--- src/rtl/wsc_mapper_pkg.sv ---
// Shared constants for the WonderSwan-class cartridge mapper: register map, CTRL bits,
// default unlock sequence and boot bitstream.
package wsc_mapper_pkg;

  localparam int unsigned RegLao  = 0;
  localparam int unsigned RegRam  = 1;
  localparam int unsigned RegRom0 = 2;

  localparam int unsigned CtrlWp     = 0;
  localparam int unsigned CtrlRelock = 1;

  localparam int unsigned DefUnlockLen = 2;
  localparam logic [15:0] DefUnlockSeq = {8'hA5, 8'h5A};

  localparam int unsigned DefBsLen = 18;
  localparam logic [17:0] DefBsPat = {1'b0, 16'h28A0, 1'b0};

  typedef enum logic [0:0] {
    StLocked,
    StOpen
  } unlock_state_e;

endpackage

--- src/rtl/wsc_unlock_seq.sv ---
// Address-match unlock sequencer; loads the boot bitstream on unlock and shifts it out
// LSB first, back-filling with ones.
module wsc_unlock_seq
  import wsc_mapper_pkg::*;
#(
  parameter int unsigned                  UNLOCK_LEN = DefUnlockLen,
  parameter logic [UNLOCK_LEN*8-1:0]      UNLOCK_SEQ = DefUnlockSeq,
  parameter bit                           STRICT     = 1'b0,
  parameter int unsigned                  BS_LEN     = DefBsLen,
  parameter logic [BS_LEN-1:0]            BS_PAT     = DefBsPat
) (
  input  logic       clk_i,
  input  logic       rst_ni,
  input  logic [7:0] addr_i,
  input  logic       cen_i,
  input  logic       relock_i,
  output logic       open_o,
  output logic       so_o
);

  localparam int unsigned StepW = (UNLOCK_LEN > 1) ? $clog2(UNLOCK_LEN) : 1;
  localparam logic [StepW-1:0] LastStep = StepW'(UNLOCK_LEN - 1);

  unlock_state_e     state_q, state_d;
  logic [StepW-1:0]  step_q, step_d;
  logic [BS_LEN-1:0] sr_q, sr_d;
  logic              load;

  always_comb begin
    state_d = state_q;
    step_d  = step_q;
    load    = 1'b0;
    unique case (state_q)
      StLocked: begin
        if (addr_i == UNLOCK_SEQ[8*step_q +: 8]) begin
          if (step_q == LastStep) begin
            state_d = StOpen;
            step_d  = '0;
            load    = 1'b1;
          end else begin
            step_d = step_q + 1'b1;
          end
        end else if (STRICT && !cen_i) begin
          step_d = '0;
        end
      end
      StOpen: begin
        if (relock_i) begin
          state_d = StLocked;
          step_d  = '0;
        end
      end
      default: state_d = StLocked;
    endcase
  end

  // Relock leaves the shift register running; only an unlock reloads it.
  assign sr_d = load ? BS_PAT : {1'b1, sr_q[BS_LEN-1:1]};

  always_ff @(posedge clk_i or negedge rst_ni) begin
    if (!rst_ni) begin
      state_q <= StLocked;
      step_q  <= '0;
      sr_q    <= '1;
    end else begin
      state_q <= state_d;
      step_q  <= step_d;
      sr_q    <= sr_d;
    end
  end

  assign open_o = (state_q == StOpen);
  assign so_o   = sr_q[0];

endmodule

--- src/rtl/wsc_cart_mapper.sv ---
// Cartridge mapper top: bank/LAO/CTRL register file, readback, chip-enable and upper
// address decode, gated by the unlock sequencer.
module wsc_cart_mapper
  import wsc_mapper_pkg::*;
#(
  parameter int unsigned             NUM_ROM    = 2,
  parameter int unsigned             BANK_W     = 8,
  parameter int unsigned             RADDR_W    = 7,
  parameter int unsigned             UNLOCK_LEN = DefUnlockLen,
  parameter logic [UNLOCK_LEN*8-1:0] UNLOCK_SEQ = DefUnlockSeq,
  parameter bit                      STRICT     = 1'b0,
  parameter int unsigned             BS_LEN     = DefBsLen,
  parameter logic [BS_LEN-1:0]       BS_PAT     = DefBsPat,
  parameter logic [7:0]              REG_BASE   = 8'hC0
) (
  input  logic               CLK,
  input  logic               RSTn,
  input  logic               CEn,
  input  logic               SSn,
  input  logic               OEn,
  input  logic               WEn,
  input  logic [7:0]         ADDR,
  input  logic [BANK_W-1:0]  DQ_I,
  output logic [BANK_W-1:0]  DQ_O,
  output logic               DQ_OE,
  output logic               SO,
  output logic               LOCKED,
  output logic               ROMCEn,
  output logic               RAMCEn,
  output logic [RADDR_W-1:0] RADDR
);

  localparam int unsigned CtrlIdx = NUM_ROM + 2;

  logic              is_open;
  logic [7:0]        reg_off;
  logic              in_range, sel, rd_hit, wr_en, relock;
  logic [3:0]        window;
  logic              rce, ram_ce, rom_ce;
  logic [BANK_W-1:0] rd_data;

  logic [BANK_W-1:0] lao_q, lao_d;
  logic [BANK_W-1:0] ram_q, ram_d;
  logic [BANK_W-1:0] rom_q [NUM_ROM];
  logic [BANK_W-1:0] rom_d [NUM_ROM];
  logic              wp_q, wp_d;

  assign reg_off  = ADDR - REG_BASE;
  assign in_range = (ADDR >= REG_BASE) && (reg_off <= 8'(CtrlIdx));
  assign sel      = ~SSn | ~CEn;
  assign rd_hit   = sel & in_range & ~OEn & WEn;
  assign wr_en    = is_open & sel & in_range & OEn & ~WEn;
  assign relock   = wr_en & (reg_off == 8'(CtrlIdx)) & DQ_I[CtrlRelock];

  wsc_unlock_seq #(
    .UNLOCK_LEN (UNLOCK_LEN),
    .UNLOCK_SEQ (UNLOCK_SEQ),
    .STRICT     (STRICT),
    .BS_LEN     (BS_LEN),
    .BS_PAT     (BS_PAT)
  ) u_unlock (
    .clk_i    (CLK),
    .rst_ni   (RSTn),
    .addr_i   (ADDR),
    .cen_i    (CEn),
    .relock_i (relock),
    .open_o   (is_open),
    .so_o     (SO)
  );

  always_comb begin
    lao_d = lao_q;
    ram_d = ram_q;
    rom_d = rom_q;
    wp_d  = wp_q;
    if (wr_en) begin
      if (reg_off == 8'(RegLao)) begin
        lao_d = DQ_I;
      end else if (reg_off == 8'(RegRam)) begin
        ram_d = DQ_I;
      end else if (reg_off == 8'(CtrlIdx)) begin
        // A relock write leaves WP as it was.
        if (!DQ_I[CtrlRelock]) wp_d = DQ_I[CtrlWp];
      end else begin
        for (int k = 0; k < NUM_ROM; k++) begin
          if (reg_off == 8'(RegRom0 + k)) rom_d[k] = DQ_I;
        end
      end
    end
  end

  always_ff @(posedge CLK or negedge RSTn) begin
    if (!RSTn) begin
      lao_q <= '1;
      ram_q <= '1;
      wp_q  <= 1'b0;
      for (int k = 0; k < NUM_ROM; k++) rom_q[k] <= '1;
    end else begin
      lao_q <= lao_d;
      ram_q <= ram_d;
      wp_q  <= wp_d;
      for (int k = 0; k < NUM_ROM; k++) rom_q[k] <= rom_d[k];
    end
  end

  always_comb begin
    rd_data = '0;
    if (reg_off == 8'(RegLao)) begin
      rd_data = lao_q;
    end else if (reg_off == 8'(RegRam)) begin
      rd_data = ram_q;
    end else if (reg_off == 8'(CtrlIdx)) begin
      rd_data[CtrlWp] = wp_q;
    end else begin
      for (int k = 0; k < NUM_ROM; k++) begin
        if (reg_off == 8'(RegRom0 + k)) rd_data = rom_q[k];
      end
    end
  end

  assign DQ_OE = is_open & rd_hit;
  assign DQ_O  = DQ_OE ? rd_data : '0;

  assign window = ADDR[7:4];
  assign rce    = is_open & SSn & ~CEn;
  assign ram_ce = rce & (window == 4'd1) & ~(wp_q & ~WEn);
  assign rom_ce = rce & (window >= 4'd2);

  assign RAMCEn = ~ram_ce;
  assign ROMCEn = ~rom_ce;
  assign LOCKED = ~is_open;

  always_comb begin
    RADDR = '0;
    if (ram_ce) begin
      RADDR = ram_q[RADDR_W-1:0];
    end else if (rom_ce) begin
      if (window > 4'(NUM_ROM + 1)) begin
        RADDR = {lao_q[RADDR_W-5:0], window};
      end else begin
        for (int k = 0; k < NUM_ROM; k++) begin
          if (window == 4'(RegRom0 + k)) RADDR = rom_q[k][RADDR_W-1:0];
        end
      end
    end
  end

endmodule

--- config.mk ---
export PLATFORM = sky130hd
export DESIGN_NAME = wsc_cart_mapper
export DESIGN_NICKNAME = d
export VERILOG_FILES = /design/src/rtl/wsc_mapper_pkg.sv /design/src/rtl/wsc_unlock_seq.sv /design/src/rtl/wsc_cart_mapper.sv
export SDC_FILE = /design/constraint.sdc
export NUM_CORES = 1
export LEC_CHECK = 0
export CAP_MARGIN = 0
export CORE_ASPECT_RATIO = 0.5
export CORE_MARGIN = 2
export CORE_UTILIZATION = 35
export DETAILED_ROUTE_END_ITERATION = 10
export SETUP_SLACK_MARGIN = 0.05
export SLEW_MARGIN = 0
export SYNTH_ARGS = -nofsm -noshare
export SYNTH_HDL_FRONTEND = slang
export SYNTH_SLANG_ARGS = --single-unit
--- constraint.sdc ---
create_clock -name CLK -period 2.6 [get_ports CLK]
set_clock_uncertainty 0.1 [all_clocks]
set_input_delay 0.39 -clock CLK [delete_from_list [all_inputs] [get_ports CLK]]
set_output_delay 0.39 -clock CLK [all_outputs]
set_load 0.01 [all_outputs]
# Word level (Yosys, flattened, before mapping)
# Index checks and enable logic that the tools add are counted.
# op_classes
addsub	2
multipliers	0
div_mod_pow	0
n_lt_le_gt_ge	4
eq_ne	10
n_shift	1
muxes	22
n_bitwise	29
n_reduce_logical	8
# ops
operator	count
7-bit two-way mux	6
8-bit two-way mux	5
18-bit two-way mux	1
1-bit AND	16
8-bit by 2-bit equality test with 1-bit output (second input constant)	2
16-bit by 5-bit variable part select with 8-bit output (first input constant)	1
5-bit AND reduction	3
1-bit inverter	12
4-bit by 2-bit equality test with 1-bit output (second input constant)	2
8-bit by 1-bit equality test with 1-bit output (second input constant)	1
8-bit by 3-bit equality test with 1-bit output (second input constant)	1
8-bit equality test	1
8-bit greater-or-equal comparator (second input constant)	1
8-bit by 3-bit <= comparator with 1-bit output (second input constant)	1
8-bit zero test	1
1-bit two-way mux	8
8-bit subtractor (second input constant)	1
4-bit by 1-bit equality test with 1-bit output (second input constant)	1
4-bit by 2-bit greater-or-equal comparator with 1-bit output (second input constant)	1
4-bit by 2-bit > comparator with 1-bit output (second input constant)	1
1-bit case mux with 2 select lines	2
2-bit AND reduction	2
3-bit AND reduction	1
2-bit by 1-bit != test with 1-bit output (second input constant)	1
4 further kinds	4
# word_totals
ff_bits	53
latchBits	0
mem_bits_rw	0
mem_bits_ro	0
inputBits	22
output_inout_bits	20
wordCells	84
n_memories	0

# Depth between registers and ports, before layout
# Gate-level depths: netlist of the first run.
# logic_depth
ltp_word	10
mapped_depth	6
mapped_depth_nobuf	4

# By module
# Synthesis of the first run repeated with hierarchy kept, for this count alone.
# unflattened
cells_unflattened	200
area_unflattened_um2	2677.6
# by_module_without_submodules
mod	instances	cells_per_inst	area_per_inst_um2	seq_area_each_um2
wsc_cart_mapper	1	150	1946.9	865.8
wsc_unlock_seq	1	50	730.7	523.0

# Worst setup path before layout of the first run
# Ideal clock, no wire load.
# synth_path
path_type	input port to output port
start	input ADDR[7]
end	output RADDR[1]
t_arrival_ps	1786
required_ps	2110
slack_ps	324
path_stages	4
path_buffers	1
cell_sequence	or2_2 clkbuf_1 nor4_1 a32o_1
# synth_via
elab_chain_len	6
elab_cells_between_ends	13
classes_between	order compare (2); eq/ne (3); mux (5); bitwise (3)
# synth_rtl
element	line	source
from (decl)	wsc_cart_mapper.sv:22	input logic [7:0] ADDR,
4-bit by 2-bit equality test with 1-bit output	wsc_cart_mapper.sv:142	if (window == 4'(RegRom0 + k)) RADDR = rom_q[k][RADDR_W-1:0];
7-bit two-way mux (2 in series)	wsc_cart_mapper.sv:142	
7-bit two-way mux	wsc_cart_mapper.sv:138	if (window > 4'(NUM_ROM + 1)) begin
7-bit two-way mux	wsc_cart_mapper.sv:137	end else if (rom_ce) begin
7-bit two-way mux (*)	wsc_cart_mapper.sv:135	if (ram_ce) begin
to (decl)	wsc_cart_mapper.sv:30	output logic [RADDR_W-1:0] RADDR
# Every way passes the cells marked *; elsewhere a longest branch is shown, timed or not.

# Final worst setup path of the first run
# layout_path
start	input WEn
end	output RADDR[1]
# layout_via
elab_chain_len	5
# layout_rtl
element	line	source
from (decl)	wsc_cart_mapper.sv:21	input logic WEn,
1-bit inverter	wsc_cart_mapper.sv:126	assign ram_ce = rce & (window == 4'd1) & ~(wp_q & ~WEn);
1-bit AND	wsc_cart_mapper.sv:126	
1-bit inverter	wsc_cart_mapper.sv:126	
1-bit AND	wsc_cart_mapper.sv:126	
7-bit two-way mux	wsc_cart_mapper.sv:135	
# No other way between the ends.

==> flow_metrics.py, run 1 <==
metrics = {
    "placement": {
        "preCtsSetupSlack_ns": -0.4512,
        "gpl.final_weighted_congestion": 0.8178,
        "dp.final_hpwl_um": 5055,
        "placedCellCount": 402,
        "io_buffer_count": 41,
    },
    "power_and_ir_drop": {
        "vdd_ir_drop_max_mv": 0.2496,
        "power_density_nw_per_um2": 447.1,
        "report.power.total_uw": 1685,
        "static-leakage-power_uw": 0.001680,
    },
    "floorplan": {
        "die_width_um": 129.0,
        "ios": 42,
        "die_h_um": 66.50,
        "floorplan.die_area_um2": 8577,
        "floorplan.initialDensity_pct": 36.65,
        "core_um2": 7460,
        "std_cell_rows": 22,
    },
    "route": {
        "drt_drc_violations_left": 0,
        "total_wire_length_after_detailed_routing_um": 6962,
        "vias_per_instance": 4.892,
        "wire_per_inst_um": 16.66,
        "ant_nets": 0,
        "first_iter_violations": 118,
        "detailroute.via_count": 2045,
        "drt_pre_antenna_iters": 4,
    },
    "synth": {
        "combined_area_of_all_synthesized_cells_um2": 2734,
        "postSynthCellCount": 222,
        "synth_edf_count": 0,
        "synth_fp_nets": 244,
        "ys.warnings.count": 0,
        "synthDominantCellAreaShare_pct": 48.05,
        "synthDominantAreaCellType": "dfstp_2",
        "synth.ff_latch_count": 53,
        "post_synth.cell_area_avg_um2": 12.31,
        "ys_types": 46,
        "synthTopCellsByArea": "dfstp_2 (48%), mux2_2 (12%), mux2_4 (4.4%)",
        "dominant_synthesized_flop_cell": "dfstp_2",
        "synth_seq_area_share_pct": 50.80,
        "synth-async-reset-ratio_pct": 100.0,
    },
    "global_route": {
        "grt_pass1_vias": 2133,
        "grt_max_degree": 29,
        "grt_antenna_before_repair": 0,
        "global_route.overflow_total": 0,
        "global_route.usage.total_pct": 17.57,
        "grt_pass1_wl_um": 11320,
    },
    "clock_tree": {
        "h-tree-depth": 2,
        "cts.sinks": 53,
        "clk_pin_slew_worst_paths_ns": 0.07,
        "tritoncts.num_buffers": 5,
        "cts.root.buffer_cell": "clkbuf_16",
        "cts_tree": "yes",
        "insertion_delay_ns": 0.29,
        "cts_max_path_buffers": 2,
    },
    "setup_path": {
        "worstPathCellList": "clkdlybuf4s50_1, o21ai_0, nor4_4, buf_4, buf_4, a32o_1, clkdlybuf4s15_2",
        "cp.arrival_ns": 2.02,
        "critical_path_launch_point_type": "input pin",
        "reg2reg_depth": 8,
        "worst_path_most_repeated_cell": "buf_4",
        "reg2reg_slack_ns": 0.28,
        "timing.critical_path.slowest_stage_cell": "clkdlybuf4s50_1",
        "critical_path_required_ns": 2.11,
        "worstSetupEndpointType": "output pin",
        "rr_startpoint": "u_unlock.open_o$_DFF_PN0_",
        "critical_path.reg2reg.endpoint": "rom_q[7]$_DFFE_PN1P_",
        "critPathMaxStageDelay_ns": 0.45,
        "critical_path.max_fanout": 3,
        "setup.worst_path.class": "input pin to output pin",
    },
    "timing": {
        "final_min_period_over_clock_period_pct": 96.39,
        "max_slew_margin_pct": 61.41,
        "final_period_minus_worst_setup_slack_ns": 2.506,
        "slew_violations": 0,
        "fmaxAchievable_ghz": 0.3990,
        "timing_hold_violations_final": 0,
        "setup-violations-final": 0,
        "setup_repair_after_global_routing_missed_its_margin": "yes",
        "setup_slack_ns": 0.09381,
        "holdWs_ns": 0.3755,
        "timing_worst_slew_pin_value_ns": 0.5789,
    },
    "worst_hold_path": {
        "min_path_type": "register to register",
        "min-delay-start": "u_unlock.sr_q[2]$_DFF_PN1_",
        "whs_endpoint": "u_unlock.sr_q[1]$_DFF_PN1_",
        "worst_hold_path.num_cells": 1,
    },
    "layout": {
        "layout.cells.most_common": "dfstp_2",
        "synthToLayoutAreaGrowth_pct": 37.85,
        "final_cells": 418,
        "nets": 331,
        "drive_above_1_share_pct": 56.45,
        "most_frequent_cells_in_the_layout": "dfstp_2 (50), buf_4 (47), mux2_2 (28), clkdlybuf4s50_1 (15), and2_1 (13)",
        "insertedDiodeCount": 0,
    },
    "outcome": {
        "status": "complete, no violations",
    },
    "job": {
        "max_cap_violations": 0,
    },
}
## synthesized netlist by cell type, types with 2 or more instances
library cell / n
o21a_1: 2
o2bb2ai_1: 6
a2bb2oi_1: 3
a21oi_1: 9
nor3_1: 2
nor3_4: 2
nor2b_1: 2
nand3b_1: 4
buf_2: 2
o211a_1: 7
nand2_1: 11
mux2_4: 8
dfstp_2: 50
clkbuf_1: 7
nand2b_1: 6
mux2_2: 28
nor2_1: 11
a31oi_1: 2
dfrtp_1: 3
mux2i_1: 11
or2_2: 3
and2_1: 13
nor4_1: 2
inv_1: 6
## flip-flops by register name, indices dropped and copies added (netlist names)
| name | count |
|---|---|
| lao_q | 8 |
| u_unlock.step_q | 1 |
| wp_q | 1 |
| ram_q | 8 |
| u_unlock.sr_q | 18 |
| rom_q | 16 |
| u_unlock.open_o | 1 |
## metal layers
metal  track usage (%)  vias up  wire length, um
li1                  -      971                -
met1             25.23     1043             3554
met2             28.17       27             3176
met3             2.811        4              196
met4             3.668        0               35
met5                 0        -                0
## worst max-delay path, delay by kind of cell
family          cells  cell delay, ns
buf+inv             4            0.95
compound gates      2            0.60
simple gates        1            0.07
## power breakdown
group | switching, uW | internal, uW | total [uW] | leakage [uW]
Sequential | 3.76 | 838 | 842 | 0.000560
Clock | 312 | 369 | 681 | 0.0000763
Combinational | 83.7 | 78.8 | 163 | 0.00104
Total | 399 | 1290 | 1690 | 0.00168
## stage by stage
stage                     TNS (ns)  util, %  instance area (um^2)
after floorplan                  0        -                  2734
after global placement      -11.46    47.55                  3547
after detailed placement    -12.18    47.55                  3547
after CTS                        0    50.65                  3779
after global routing             0    50.52                  3769
final                            0    50.52                  3769
## logic make-up (layout without fill, tap and decap cells)
group,after synthesis,count (layout),synth area share [%]
muxes,47,47,19.95
DFF,53,53,50.80
AOI/OAI and AO/OA,35,35,9.657
buffers and inverters,17,105,2.838
and+or+nand+nor,70,70,16.75
## final cells by class
type / instances / area, um^2
repair buffers: 91 / 750.7
fillers: 662 / 3691
well taps: 108 / 135.1
multi-input cells: 152 / 1318
clock inverters: 3 / 28.78
clock buffers: 5 / 125.1
inverters: 6 / 22.52
flip-flops and latches: 53 / 1389
## timing repair
action	4_1_cts	5_1_grt
endpoints found under the setup margin	18	14
pin swaps	3	4
hold buffers	1	0
endpoints found under the hold margin	3	0
buffers inserted	6	1
resized for setup	56	17
## worst max-delay path by stage
stage / cells past startpoint / startpoint / to / slack, ns
after floorplan: 4 / ADDR[7] / RADDR[1] / 0.32
after global routing: 7 / WEn / RADDR[1] / 0.04
after CTS: 8 / SSn / RADDR[4] / 0.005
final: 7 / WEn / RADDR[1] / 0.09
after global placement: 7 / SSn / RADDR[0] / -0.42
after detailed placement: 7 / SSn / RADDR[4] / -0.45
Power figures use the tool's default switching activity.
==> run 2, diff against run 1 <==
CELL_PAD_IN_SITES_DETAIL_PLACEMENT = 0   (was not set)
CELL_PAD_IN_SITES_GLOBAL_PLACEMENT = 1   (was not set)
PLACE_DENSITY_LB_ADDON = 0.1   (was not set)
SYNTH_HIERARCHICAL = 1   (was not set)
==> run 2 against run 1 <==
  * Combinational power increased by 5%
  * Utilization decreased by 2.3 points
  * Routed wire length decreased by 5.0%
  * Hold slack got worse by 0.28 ns
  * Setup slack improved by 0.012 ns
==> flow_metrics.py, run 2 <==
metrics = {
    "route": {
        "ant_nets": 0,
        "drt_pre_antenna_iters": 4,
        "total_wire_length_after_detailed_routing_um": 6611,
        "drt_drc_violations_left": 0,
        "detailroute.via_count": 1846,
        "first_iter_violations": 100,
        "vias_per_instance": 4.976,
        "wire_per_inst_um": 17.82,
    },
    "layout": {
        "most_frequent_cells_in_the_layout": "dfstp_2 (50), mux2_2 (37), buf_4 (33), clkdlybuf4s50_1 (18), and2_1 (13)",
        "largest_register_ff_count": 18,
        "nets": 296,
        "top_regs": "u_unlock/sr_q x18, rom_q x16",
        "final_cells": 371,
        "drive_above_1_share_pct": 59.27,
        "insertedDiodeCount": 0,
        "finalCoreUtilization_pct": 48.22,
        "synthToLayoutAreaGrowth_pct": 32.85,
        "register_with_the_highest_flop_count": "u_unlock/sr_q",
        "layout.cells.most_common": "dfstp_2",
    },
    "timing": {
        "fmaxAchievable_ghz": 0.4009,
        "final_min_period_over_clock_period_pct": 95.94,
        "setup_repair_after_global_routing_missed_its_margin": "no",
        "timing_hold_violations_final": 0,
        "fin_setup_tns_ns": 0,
        "final_period_minus_worst_setup_slack_ns": 2.495,
        "setup-violations-final": 0,
        "max_slew_margin_pct": 44.12,
        "holdWs_ns": 0.09568,
        "slew_violations": 0,
        "timing_worst_slew_pin_value_ns": 0.8382,
    },
    "floorplan": {
        "die_h_um": 65.85,
        "std_cell_rows": 22,
        "floorplan.initialDensity_pct": 36.30,
        "die_width_um": 127.7,
        "core_um2": 7377,
        "ios": 42,
        "floorplan.die_area_um2": 8408,
    },
    "clock_tree": {
        "clk_pin_slew_worst_paths_ns": 0.06,
        "cts_tree": "yes",
        "cts_max_path_buffers": 2,
        "tritoncts.num_buffers": 5,
        "insertion_delay_ns": 0.29,
        "cts.root.buffer_cell": "clkbuf_16",
        "cts.sinks": 53,
        "cts_hold_buffers": 0,
        "h-tree-depth": 2,
    },
    "job": {
        "max_cap_violations": 0,
    },
    "synth": {
        "synth.cells.most_frequent": "dfstp_2 (50), mux2_2 (37), and2_1 (13)",
        "synth_fp_nets": 222,
        "synth-async-reset-ratio_pct": 100.0,
        "ys_types": 39,
        "synthDominantAreaCellType": "dfstp_2",
        "synth_seq_area_share_pct": 51.87,
        "postSynthCellCount": 200,
        "synthTopCellsByArea": "dfstp_2 (49%), mux2_2 (16%), mux4_2 (5.9%)",
        "yosysMostFrequentCell": "dfstp_2",
        "ys.warnings.count": 6,
        "synthDominantCellAreaShare_pct": 49.07,
        "synth.ff_latch_count": 53,
        "post_synth.cell_area_avg_um2": 13.39,
        "synth_edf_count": 0,
        "combined_area_of_all_synthesized_cells_um2": 2678,
        "dominant_synthesized_flop_cell": "dfstp_2",
    },
    "power_and_ir_drop": {
        "vdd_ir_drop_max_mv": 0.2568,
        "power_density_nw_per_um2": 498.3,
        "static-leakage-power_uw": 0.001470,
        "report.power.total_uw": 1772,
    },
    "setup_path": {
        "reg2reg_slack_ns": 0.85,
        "critical_path.reg2reg.endpoint": "rom_q[13]$_DFFE_PN1P_",
        "timing.critical_path.slowest_stage_cell": "clkdlybuf4s50_1",
        "critical_path.max_fanout": 3,
        "reg2reg_depth": 5,
        "critical_path_required_ns": 2.11,
        "capturing_element_of_the_worst_setup_path": "DQ_OE",
        "critical_path_launch_point_type": "input pin",
        "cp.arrival_ns": 2.00,
        "worstPathCellList": "clkdlybuf4s50_1, or2_2, a2111oi_4, buf_4, dlygate4sd2_1",
        "setup.worst_path.class": "input pin to output pin",
        "worstSetupEndpointType": "output pin",
        "rr_startpoint": "u_unlock/open_o$_DFF_PN0_",
        "critPathMaxStageDelay_ns": 0.46,
        "worstSetupStartpoint": "ADDR[0]",
    },
    "global_route": {
        "grt_pass1_vias": 2009,
        "grt_antenna_before_repair": 0,
        "grt_max_degree": 37,
        "grt_pass1_wl_um": 10780,
        "global_route.overflow_total": 0,
        "global_route.usage.total_pct": 17.43,
    },
    "outcome": {
        "status": "complete, no violations",
    },
    "placement": {
        "dp.final_hpwl_um": 4637,
        "placedCellCount": 358,
        "gpl.final_weighted_congestion": 0.8149,
        "io_buffer_count": 41,
    },
    "worst_hold_path": {
        "min_path_type": "input pin to async pin",
    },
}
## run 2: changes by cell type after synthesis, sizes merged, moves of 7 or more
cell / change
nor2b: +7
o211a: -7
nor2: -7
mux2i: -7
mux4: +7
a21oi: -8
## run 2: how the worst min path moves through the flow
| stage | from | depth (start not counted) | endpoint |
|---|---|---|---|
| after floorplan | RSTn | 0 | u_unlock/open_o$_DFF_PN0_ |
| final | RSTn | 1 | u_unlock/open_o$_DFF_PN0_ |
| after global routing | RSTn | 1 | u_unlock/open_o$_DFF_PN0_ |
| after detailed placement | u_unlock/sr_q[3]$_DFF_PN1_ | 1 | u_unlock/sr_q[2]$_DFF_PN1_ |
| after CTS | RSTn | 1 | u_unlock/step_q$_DFFE_PN0P_ |
| after global placement | u_unlock/sr_q[14]$_DFF_PN1_ | 1 | u_unlock/sr_q[13]$_DFF_PN1_ |
## run 2: per-layer routing
layer	vias to the layer above	GRT usage, %	part of all wire (%)
met4	0	4.533	1.1
met3	7	4.612	4.2
met5	-	0	0
met1	928	25.03	53
met2	36	26.20	42
li1	875	-	-
## run 2: power breakdown
group	switching [uW]	total, uW	internal (uW)
Sequential	8.28	855	847
Clock	293	746	453
Combinational	83.7	171	87.3
Total	385	1770	1390
## run 2: per-stage QoR
step,area (um^2),setup slack [ns]
final,3557,0.1055
after global routing,3557,0.05078
after CTS,3610,0.005365
after detailed placement,3391,-0.5489
after global placement,3391,-0.5384
after floorplan,2678,0.2849
## run 2: area by class of cell
| cell class | instances | area, um^2 |
|---|---|---|
| Fill cell | 668 | 3820 |
| Inverter | 8 | 30.03 |
| Multi-Input combinational cell | 129 | 1239 |
| Clock inverter | 2 | 35.03 |
| Sequential cell | 53 | 1389 |
| Timing Repair Buffer | 77 | 615.6 |
| Clock buffer | 6 | 128.9 |
| Tap cell | 96 | 120.1 |
## run 2: repair_timing
| item | in CTS | in global routing |
|---|---|---|
| setup endpoints to repair | 18 | 16 |
| setup buffers | 5 | 0 |
| hold endpoints to repair | 0 | 0 |
| gates resized for setup | 44 | 16 |
| pin swaps | 2 | 4 |
| gates cloned | 0 | 0 |
## run 2: cell families after synthesis
family,Yosys count,synth area share (%)
compound gates,20,6.355
simple gates,61,16.03
flops,53,51.87
mux,48,22.94
buf+inv,18,2.804
## run 2: worst max-delay path, delay by kind of cell
family	cells	cell delay, ns
AOI/OAI and AO/OA	1	0.38
buffers and inverters	3	0.87
and+or+nand+nor	1	0.36
==> run 3, diff against run 2 <==
--- a/config.mk
+++ b/config.mk
@@ -12,4 +12,5 @@
 export CORE_MARGIN = 2
 export CORE_UTILIZATION = 35
+export CTS_CLUSTER_SIZE = 40
 export DETAILED_ROUTE_END_ITERATION = 10
 export PLACE_DENSITY_LB_ADDON = 0.1
==> constraint.sdc (replaced) <==
create_clock -name CLK -period 2.6 [get_ports CLK]
set_clock_uncertainty 0.1 [all_clocks]
set_input_delay 0.39 -clock CLK [delete_from_list [all_inputs] [get_ports CLK]]
set_output_delay 0.39 -clock CLK [all_outputs]
set_load 0.1 [all_outputs]
==> run 3 against run 2 <==
  * Power down 2.0%
  * Cell count fell by 1.3%
  * Sequential share of layout area shrank 4.0 points
  * Highest routed layer unchanged
  * Hold slack better by 0.28 ns
  * Fmax is 0.32% lower
  * Non-clock buffer count down 5
==> flow_metrics.py, run 3 (synthesis results as in run 2) <==
metrics = {
    "outcome": {
        "status": "complete, no violations",
    },
    "setup_path": {
        "reg2reg_depth": 5,
        "critical_path_required_ns": 2.11,
        "critical_path_buf_inv_count": 3,
        "path_delay_family": "simple AND/OR/NAND/NOR gates",
        "critical_path.reg2reg.endpoint": "lao_q[6]$_DFFE_PN1P_",
        "rr_startpoint": "u_unlock/open_o$_DFF_PN0_",
        "cp.arrival_ns": 2.01,
        "worstPathCellList": "buf_2, and4bb_2, nand4b_4, or4_4, buf_6, nor2b_4, buf_12",
        "critical_path_launch_point_type": "input pin",
        "critical_path.max_fanout": 3,
        "timing.critical_path.slowest_stage_cell": "or4_4",
        "worstSetupEndpointType": "output pin",
        "critPathMaxStageDelay_ns": 0.56,
        "setup.worst_path.class": "input pin to output pin",
        "reg2reg_slack_ns": 0.83,
    },
    "route": {
        "total_wire_length_after_detailed_routing_um": 6841,
        "vias_per_instance": 5.071,
        "drt_pre_antenna_iters": 4,
        "drt_drc_violations_left": 0,
        "ant_nets": 0,
        "wire_per_inst_um": 18.69,
        "detailroute.via_count": 1856,
        "first_iter_violations": 51,
    },
    "global_route": {
        "grt_pass1_vias": 2006,
        "global_route.usage.total_pct": 17.82,
        "grt_antenna_before_repair": 0,
        "grt_pass1_wl_um": 10960,
        "global_route.overflow_total": 0,
        "grt_max_degree": 30,
    },
    "job": {
        "max_cap_violations": 0,
    },
    "clock_tree": {
        "cts_tree": "yes",
        "tritoncts.num_buffers": 5,
        "h-tree-depth": 2,
        "insertion_delay_ns": 0.29,
        "cts_setup_buffers": 0,
        "cts_max_path_buffers": 2,
        "cts.sinks": 53,
        "cts.root.buffer_cell": "clkbuf_16",
        "clk_pin_slew_worst_paths_ns": 0.07,
    },
    "timing": {
        "setup_repair_after_global_routing_missed_its_margin": "no",
        "slew_violations": 0,
        "setup-violations-final": 0,
        "final_period_minus_worst_setup_slack_ns": 2.503,
        "max_slew_margin_pct": 62.61,
        "final_min_period_over_clock_period_pct": 96.25,
        "fmaxAchievable_ghz": 0.3996,
        "timing_worst_slew_pin_value_ns": 0.5609,
        "timing_hold_violations_final": 0,
        "fin_setup_tns_ns": 0,
        "setup_slack_ns": 0.09739,
    },
    "floorplan": {
        "core_um2": 7377,
        "std_cell_rows": 22,
        "die_width_um": 127.7,
        "floorplan.die_area_um2": 8408,
        "floorplan.initialDensity_pct": 36.30,
        "die_h_um": 65.85,
        "ios": 42,
    },
    "placement": {
        "io_buffer_count": 41,
        "gpl.final_weighted_congestion": 0.7987,
        "placedCellCount": 357,
        "preCtsSetupSlack_ns": -0.2807,
        "dp.final_hpwl_um": 5160,
    },
    "layout": {
        "top_regs": "u_unlock/sr_q x18, rom_q x16",
        "synthToLayoutAreaGrowth_pct": 48.04,
        "finalCoreUtilization_pct": 53.73,
        "final_cells": 366,
        "layout.cells.most_common": "dfstp_2",
        "largest_register_ff_count": 18,
        "register_with_the_highest_flop_count": "u_unlock/sr_q",
        "num-fill-cells": 649,
        "drive_above_1_share_pct": 69.63,
        "most_frequent_cells_in_the_layout": "dfstp_2 (50), mux2_2 (37), buf_4 (27), buf_12 (20), and2_1 (13)",
        "nets": 291,
        "insertedDiodeCount": 0,
    },
    "worst_hold_path": {
        "min_path_type": "register to register",
        "whs_endpoint": "u_unlock/sr_q[1]$_DFF_PN1_",
        "min-delay-start": "u_unlock/sr_q[2]$_DFF_PN1_",
        "worst_hold_path.num_cells": 1,
    },
    "power_and_ir_drop": {
        "vdd_ir_drop_max_mv": 0.2385,
        "power_density_nw_per_um2": 438.3,
        "static-leakage-power_uw": 0.001536,
    },
}
run 3: changes by cell type in the layout (fill, tap and decap cells not counted), moves of 2 or more:
cell,previous run,this run
clkinvlp_4,0,2
o2bb2ai_1,5,0
nor2b_4,0,8
nor2b_1,9,1
buf_12,0,20
clkdlybuf4s50_1,18,12
or2_4,0,2
o2bb2ai_4,0,5
or2_2,3,1
clkbuf_2,9,0
buf_4,33,27
dlygate4sd2_1,7,3
run 3: what timing repair did:
item / CTS / global route
resized for setup: 28 / 4
endpoints found under the setup margin: 17 / 13
pin swaps: 4 / 1
hold buffers: 1 / 0
endpoints found under the hold margin: 3 / 0
run 3: routing by layer:
metal,wire [um],vias up,global-route usage [%]
met3,283,8,4.288
met2,2899,33,26.67
met1,3576,947,25.55
met5,0,-,0
li1,-,868,-
met4,81,0,5.769
run 3: power by group:
| group | leakage (uW) | total [uW] | switching (uW) | internal, uW |
|---|---|---|---|---|
| sequential | 0.000556 | 857 | 9.57 | 847 |
| combinational | 0.000917 | 219 | 123 | 96.4 |
| clock | 0.0000631 | 661 | 304 | 358 |
run 3: worst max path at each step:
stage | startpoint | endpoint | slack (ns) | depth (start not counted)
floorplan | ADDR[4] | DQ_O[0] | -0.61 | 5
global placement | ADDR[6] | DQ_O[6] | -0.20 | 7
detailed placement | ADDR[6] | DQ_O[1] | -0.28 | 7
CTS | WEn | RADDR[4] | 0.06 | 7
global route | ADDR[5] | DQ_O[3] | 0.06 | 7
finish | ADDR[5] | DQ_O[2] | 0.1 | 7
run 3: final cells by class:
class / instances / area [um^2] / share of cell area (%)
repair buffers: 72 / 834.6 / 21.05
flip-flops and latches: 53 / 1390 / 35.07
clock buffers: 6 / 128.9 / 3.251
multi-input cells: 129 / 1445 / 36.46
inverters: 8 / 30.03 / 0.7576
well taps: 96 / 120.1 / 3.030
clock inverters: 2 / 15.01 / 0.3788
run 3: per-stage QoR:
step                power [uW]  cell area, um^2  hold slack (ns)
finish                    1737             3964           0.3800
global route              1805             3964           0.3875
CTS                       1758             3956           0.3811
detailed placement        1089             3791           0.3093
global placement          1086             3791           0.3028
floorplan                975.3             2907        -0.005591
